**src/rtl/imm_encoder_if.sv**
```systemverilog
// Request and response bundle for the immediate encoder.
// The master side builds requests and consumes words; the slave side is the encoder.
interface imm_encoder_if #(
    parameter int unsigned ERR_W = 16
);
    logic             in_valid;
    logic             in_ready;
    logic [6:0]       opcode;
    logic [2:0]       funct3;
    logic [4:0]       rd;
    logic [4:0]       rs1;
    logic [4:0]       rs2;
    logic [31:0]      imm;
    logic             out_valid;
    logic             out_ready;
    logic [31:0]      out_instr;
    logic             out_err;
    logic [ERR_W-1:0] err_count;

    modport master (
        output in_valid, opcode, funct3, rd, rs1, rs2, imm, out_ready,
        input  in_ready, out_valid, out_instr, out_err, err_count
    );

    modport slave (
        input  in_valid, opcode, funct3, rd, rs1, rs2, imm, out_ready,
        output in_ready, out_valid, out_instr, out_err, err_count
    );
endinterface

```
**src/rtl/imm_encoder.sv**
```systemverilog
// Packs register fields and an immediate into an instruction word (inverse of imm decode),
// through one register stage and a small output FIFO.
module imm_encoder #(
    parameter int unsigned DEPTH = 4,
    parameter int unsigned ERR_W = 16
) (
    input  logic        clk,
    input  logic        reset,
    imm_encoder_if.slave bus
);
    localparam int unsigned PTR_W = (DEPTH > 1) ? $clog2(DEPTH) : 1;
    localparam int unsigned CNT_W = PTR_W + 1;
    localparam int unsigned ENT_W = 33;

    logic [31:0]      enc_word_c;
    logic             enc_err_c;
    logic             imm12_ok_c;
    logic             accept_c;

    logic             s1_valid;
    logic [31:0]      s1_word;
    logic             s1_err;

    logic [ENT_W-1:0] mem [DEPTH];
    logic [PTR_W-1:0] wr_ptr;
    logic [PTR_W-1:0] rd_ptr;
    logic [CNT_W-1:0] fifo_count;
    logic             push_c;
    logic             pop_c;

    logic [ERR_W-1:0] err_cnt;

    // Format-dependent field placement and immediate range check
    always_comb begin
        enc_word_c = '0;
        enc_err_c  = 1'b0;
        imm12_ok_c = (bus.imm[31:11] == '0) || (bus.imm[31:11] == '1);
        unique case (bus.opcode[6:5])
            2'b00: begin
                enc_word_c = {bus.imm[11:0], bus.rs1, bus.funct3, bus.rd, bus.opcode};
                enc_err_c  = !imm12_ok_c;
            end
            2'b01, 2'b11: begin
                enc_word_c = {bus.imm[11:5], bus.rs2, bus.rs1, bus.funct3, bus.imm[4:0], bus.opcode};
                enc_err_c  = !imm12_ok_c;
            end
            2'b10: begin
                enc_word_c = {7'b0, bus.rs2, bus.rs1, bus.funct3, bus.rd, bus.opcode};
                enc_err_c  = (bus.imm != '0);
            end
        endcase
    end

    assign accept_c = bus.in_valid && bus.in_ready;
    assign push_c   = s1_valid;
    assign pop_c    = bus.out_valid && bus.out_ready;

    // Stage 1 register and saturating error counter
    always_ff @(posedge clk) begin
        if (reset) begin
            s1_valid <= 1'b0;
            s1_word  <= '0;
            s1_err   <= 1'b0;
            err_cnt  <= '0;
        end else begin
            s1_valid <= accept_c;
            if (accept_c) begin
                s1_word <= enc_word_c;
                s1_err  <= enc_err_c;
                if (enc_err_c && (err_cnt != '1)) begin
                    err_cnt <= err_cnt + ERR_W'(1);
                end
            end
        end
    end

    // Circular output buffer; space is reserved at accept time so a push never overflows
    always_ff @(posedge clk) begin
        if (reset) begin
            wr_ptr     <= '0;
            rd_ptr     <= '0;
            fifo_count <= '0;
            for (int i = 0; i < int'(DEPTH); i++) begin
                mem[i] <= '0;
            end
        end else begin
            if (push_c) begin
                mem[wr_ptr] <= {s1_err, s1_word};
                wr_ptr      <= wr_ptr + PTR_W'(1);
            end
            if (pop_c) begin
                rd_ptr <= rd_ptr + PTR_W'(1);
            end
            unique case ({push_c, pop_c})
                2'b10:   fifo_count <= fifo_count + CNT_W'(1);
                2'b01:   fifo_count <= fifo_count - CNT_W'(1);
                default: fifo_count <= fifo_count;
            endcase
        end
    end

    assign bus.in_ready  = (fifo_count + CNT_W'(s1_valid)) < CNT_W'(DEPTH);
    assign bus.out_valid = (fifo_count != '0);
    assign bus.out_err   = mem[rd_ptr][32];
    assign bus.out_instr = mem[rd_ptr][31:0];
    assign bus.err_count = err_cnt;

endmodule

```
**src/flat_wrapper.sv**
```systemverilog
// flat-port wrapper written by rule: the top's interface ports become plain ports
module imm_encoder_flat 
#(
    parameter int unsigned DEPTH = 4,
    parameter int unsigned ERR_W = 16
)
  (clk, reset, bus_in_valid, bus_opcode, bus_funct3, bus_rd, bus_rs1, bus_rs2, bus_imm, bus_out_ready, bus_in_ready, bus_out_valid, bus_out_instr, bus_out_err, bus_err_count);
  imm_encoder_if #(.ERR_W(ERR_W)) bus_i ();
  input  logic clk;
  input  logic reset;
  input wire logic [$bits(bus_i.in_valid)-1:0] bus_in_valid;
  input wire logic [$bits(bus_i.opcode)-1:0] bus_opcode;
  input wire logic [$bits(bus_i.funct3)-1:0] bus_funct3;
  input wire logic [$bits(bus_i.rd)-1:0] bus_rd;
  input wire logic [$bits(bus_i.rs1)-1:0] bus_rs1;
  input wire logic [$bits(bus_i.rs2)-1:0] bus_rs2;
  input wire logic [$bits(bus_i.imm)-1:0] bus_imm;
  input wire logic [$bits(bus_i.out_ready)-1:0] bus_out_ready;
  output wire logic [$bits(bus_i.in_ready)-1:0] bus_in_ready;
  output wire logic [$bits(bus_i.out_valid)-1:0] bus_out_valid;
  output wire logic [$bits(bus_i.out_instr)-1:0] bus_out_instr;
  output wire logic [$bits(bus_i.out_err)-1:0] bus_out_err;
  output wire logic [$bits(bus_i.err_count)-1:0] bus_err_count;
  assign bus_i.in_valid = bus_in_valid;
  assign bus_i.opcode = bus_opcode;
  assign bus_i.funct3 = bus_funct3;
  assign bus_i.rd = bus_rd;
  assign bus_i.rs1 = bus_rs1;
  assign bus_i.rs2 = bus_rs2;
  assign bus_i.imm = bus_imm;
  assign bus_i.out_ready = bus_out_ready;
  assign bus_in_ready = bus_i.in_ready;
  assign bus_out_valid = bus_i.out_valid;
  assign bus_out_instr = bus_i.out_instr;
  assign bus_out_err = bus_i.out_err;
  assign bus_err_count = bus_i.err_count;
  imm_encoder #(.DEPTH(DEPTH), .ERR_W(ERR_W)) u_core (.clk(clk), .reset(reset), .bus(bus_i));
endmodule
```
**config.mk**
```make
export PLATFORM = sky130hd
export DESIGN_NAME = imm_encoder_flat
export DESIGN_NICKNAME = d
export VERILOG_FILES = /design/src/rtl/imm_encoder_if.sv /design/src/rtl/imm_encoder.sv /design/src/flat_wrapper.sv
export SDC_FILE = /design/constraint.sdc
export NUM_CORES = 1
export LEC_CHECK = 0
export BUFFER_PORTS_ARGS = -buffer_cell sky130_fd_sc_hd__buf_2
export CORE_ASPECT_RATIO = 1.1
export CORE_MARGIN = 2
export CORE_UTILIZATION = 60
export CTS_BUF_LIST = sky130_fd_sc_hd__clkbuf_4
export DETAILED_ROUTE_END_ITERATION = 16
export HOLD_SLACK_MARGIN = 0.1
export PLACE_DENSITY = 0.83
export SYNTH_ARGS = -nofsm -noshare
export SYNTH_HDL_FRONTEND = slang
export SYNTH_SLANG_ARGS = --single-unit
```
**constraint.sdc**
```tcl
create_clock -name clk -period 6.1 [get_ports clk]
set_input_delay 0.61 -clock clk [delete_from_list [all_inputs] [get_ports clk]]
set_output_delay 0.61 -clock clk [all_outputs]
set_load 0.005 [all_outputs]
```
==> impl_metrics.ini <==
[run_status]
status = complete, no violations

[power_and_ir_drop]
power_frac_seq_pct = 54.9
switching_power_uw = 768
power_density_mw_per_mm2 = 303
power_leakage_uw = 0.00348
comb_power_share_pct = 20.3
swShare_pct = 27.4
clkPwrFrac_pct = 24.8
p_int_uw = 2040
irDropWorstVdd_mv = 0.203

[clock_tree]
cts_tree = built
cts_resized = 0
holdBufCountCts = 0
htreeDepth = 4
cts-root-buf = clkbuf_4
clock_sinks = 191
numCtsBuffers = 17
clk_pin_slew_worst_paths_ps = 140
cts_setup_buffers = 0
clk_latency_ps = 580
clk_path_buf_depth = 2

[worst_setup_path]
slowest_delay_ps = 640
path_class = reg -> out
cp_max_fo = 33
crit_path_top_delay_cell = mux4_2
crit_chain = buf_4, mux4_2, buf_2
cp.required_ps = 5490
startpoint_type = register
cp.arrival_ps = 2230
worstSetupEndpointType = output pin

[floorplanning]
num_rows = 44
start_util_pct = 62.0
coreArea_mm2 = 0.0133
die_y_um = 127
dieArea_mm2 = 0.0147
io_pins = 112
dieWidth_um = 116

[cells_and_area]
fillCellCount = 936
syn_to_final_growth_pct = 12.1
drive_above_1_share_pct = 25.7
fin_nets = 805
layout.cells.non_filler = 941

[grt]
first_global_vias = 5474
grt_max_degree = 66
gr-total-overflow = 0
antenna_found_initial = 3
grt_pass1_wl_mm = 27.2
grt_usage_pct = 24.7

[detailed_routing]
drc_errors = 0
wirelength_mm = 17.6
dr.first_iter.drc_count = 398
dr_total_vias = 5483
viasPerCell = 5.83
antenna_left = 0
drtPass1Iterations = 6
wl_per_cell_um = 18.7

[synthesis]
syn_inst = 643
synth_edf_count = 132
seq_area_frac_synth_pct = 62.3
synth_flop_cell = edfxtp_1
synth-seq-cells = 191
synth_warnings = 0
yosysUniqueCellTypes = 40
async_reset_ff_share_pct = 0
syn_area_mm2 = 0.00826
avgSynthCellArea_um2 = 12.9
syn_nets = 707

[place]
place.gp.congestion = 0.858
portBuffers = 111
dp_cells = 906
dpl.hpwl_mm = 11.2

[sta]
hold_viol = 0
finClkSkew_ps = 15.8
slew_headroom_pct = 30.4
worst_pin_slew_ps = 1040
fin_crit_sh_pct = 46.5
fin_hold_ws_ps = 258
setup_viol = 0
max_freq_ghz = 0.352
rsz0062_at_grt = no
finalSetupTns_ps = 0
min_period_ps = 2840
slew_viol_final = 0

[job]
drv_cap = 0

[min_path]
min_path_type = in -> reg
worst paths after layout:
| path | cells after the start | from | slack, ps | end |
|---|---|---|---|---|
| setup / recovery | 3 | register | 3260 | bus_out_err |
| hold / removal | 3 | bus_funct3[0] | 260 | u_core.s1_word[12]$_SDFFE_PP0P_ |
| setup reg to reg | 4 | u_core.push_c$_SDFF_PP0_ | 3660 | u_core.mem[0][0]$_SDFFCE_PN0P_ |
| hold reg to reg | 2 | u_core.s1_word[6]$_SDFFE_PP0P_ | 500 | u_core.s1_word[6]$_SDFFE_PP0P_ |
final cells by class:
class                           count  area [um^2]  area share [%]
Antenna cell                        3         7.51          0.0810
Sequential cell                   191         5150            55.6
Tap cell                          184          230            2.49
Multi-Input combinational cell    405         2950            31.8
Timing Repair Buffer              119          616            6.65
Clock buffer                       19          143            1.54
Inverter                            7         26.3           0.284
Clock inverter                     13          146            1.58
power groups by stage:
| stage | Clock, uW | Sequential (uW) | Combinational [uW] |
|---|---|---|---|
| 2_1_floorplan | 0 | 1550 | 394 |
| 3_3_place_gp | 0 | 1560 | 561 |
| 3_5_place_dp | 0 | 1570 | 575 |
| 4_1_cts | 701 | 1540 | 578 |
| 5_1_grt | 747 | 1550 | 625 |
| 6_report | 697 | 1540 | 570 |
flip-flops by register name, summed over array words and instances (netlist names), named ones only:
signal and flops:
u_core.bus.err_count 16, u_core.fifo_count 3, u_core.mem 132, u_core.push_c 1, u_core.rd_ptr 2, u_core.s1_err 1, u_core.s1_word 32, u_core.wr_ptr 2
per-layer routing:
layer  vias to the layer above  share of wire [%]  GRT usage [%]
met5                         -                  0              0
met4                         0                2.1           9.52
met3                        34                6.2           5.03
met2                       215                 54           44.5
met1                      2698                 38           28.9
li1                       2536                  -              -
cell usage in the layout (no fill, tap or decap), types with 2 or more instances in the layout:
cell and instances:
clkinv_1 4, mux4_2 33, nand3_2 2, dfxtp_1 58
nor3_1 5, ha_1 2, and2_1 136, a311oi_1 8
clkinvlp_4 3, nor4_1 6, or3_1 8, clkbuf_4 19
o31ai_1 6, or2_2 3, nand2_1 52, bufinv_16 3
edfxtp_1 132, nor2_1 32, or4_1 6, xnor2_1 2
buf_2 111, a31oi_1 2, diode_2 3, nand3_1 12
nor3b_2 2, xor2_1 7, o21ai_0 10, mux2i_1 6
a21oi_1 36, clkinv_2 2, a211oi_1 5, nand4_1 11
nand2b_1 2, inv_1 7, buf_4 8
critical path, delay by kind of cell (launching register included):
family | cells | cell delay, ps
buffers and inverters | 2 | 690
DFF | 1 | 330
muxes | 1 | 640
synthesized netlist by cell type (2+ instances only):
library cell  instances  share of area [%]
nand2_1              52                2.4
inv_1                 7               0.32
nand3_2               2               0.24
or3_1                 8               0.61
nor2_1               33                1.5
nand3_1              12               0.73
a211oi_1              5               0.45
xor2_1                7               0.74
ha_1                  2               0.30
or4_1                 6               0.55
xnor2_1               2               0.21
nand2b_1              2               0.15
or2_2                 3               0.23
mux2i_1               6               0.73
clkbuf_1             34                1.5
nor3b_1               2               0.18
edfxtp_1            132                 48
buf_2                 4               0.24
nor4_1                6               0.45
a21oi_1              36                2.2
a311oi_1              8               0.85
o31ai_1               6               0.55
a31oi_1               2               0.15
and2_1              136                 10
nor3_1                6               0.36
nand4_1              11               0.83
mux4_2               33                9.0
dfxtp_1              59                 14
o21ai_0              10               0.61
metrics by stage:
step / utilization (%) / power, uW / area [um^2] / setup slack (ps)
floorplan: - / 1940 / 8260 / 3910
global placement: 67.3 / 2120 / 8970 / 3050
detailed placement: 67.3 / 2140 / 8970 / 2990
CTS: 69.5 / 2820 / 9260 / 3200
global route: 69.5 / 2920 / 9260 / 3120
finish: 69.5 / 2810 / 9260 / 3260
kinds of logic (layout without fill, tap and decap cells):
family / count (synthesis) / count (layout) / share of synthesized area [%]
other: 0 / 3 / 0
AO/OA/AOI/OAI: 69 / 69 / 5.09
XOR/XNOR: 9 / 9 / 0.954
AND/OR/NAND/NOR: 283 / 283 / 18.8
multiplexers: 41 / 41 / 10.0
adder cells (fa/ha/maj): 3 / 3 / 0.545
flip-flops: 191 / 191 / 62.3
buffers and inverters: 47 / 158 / 2.29
No activity file was read; power rests on OpenSTA's default activity.
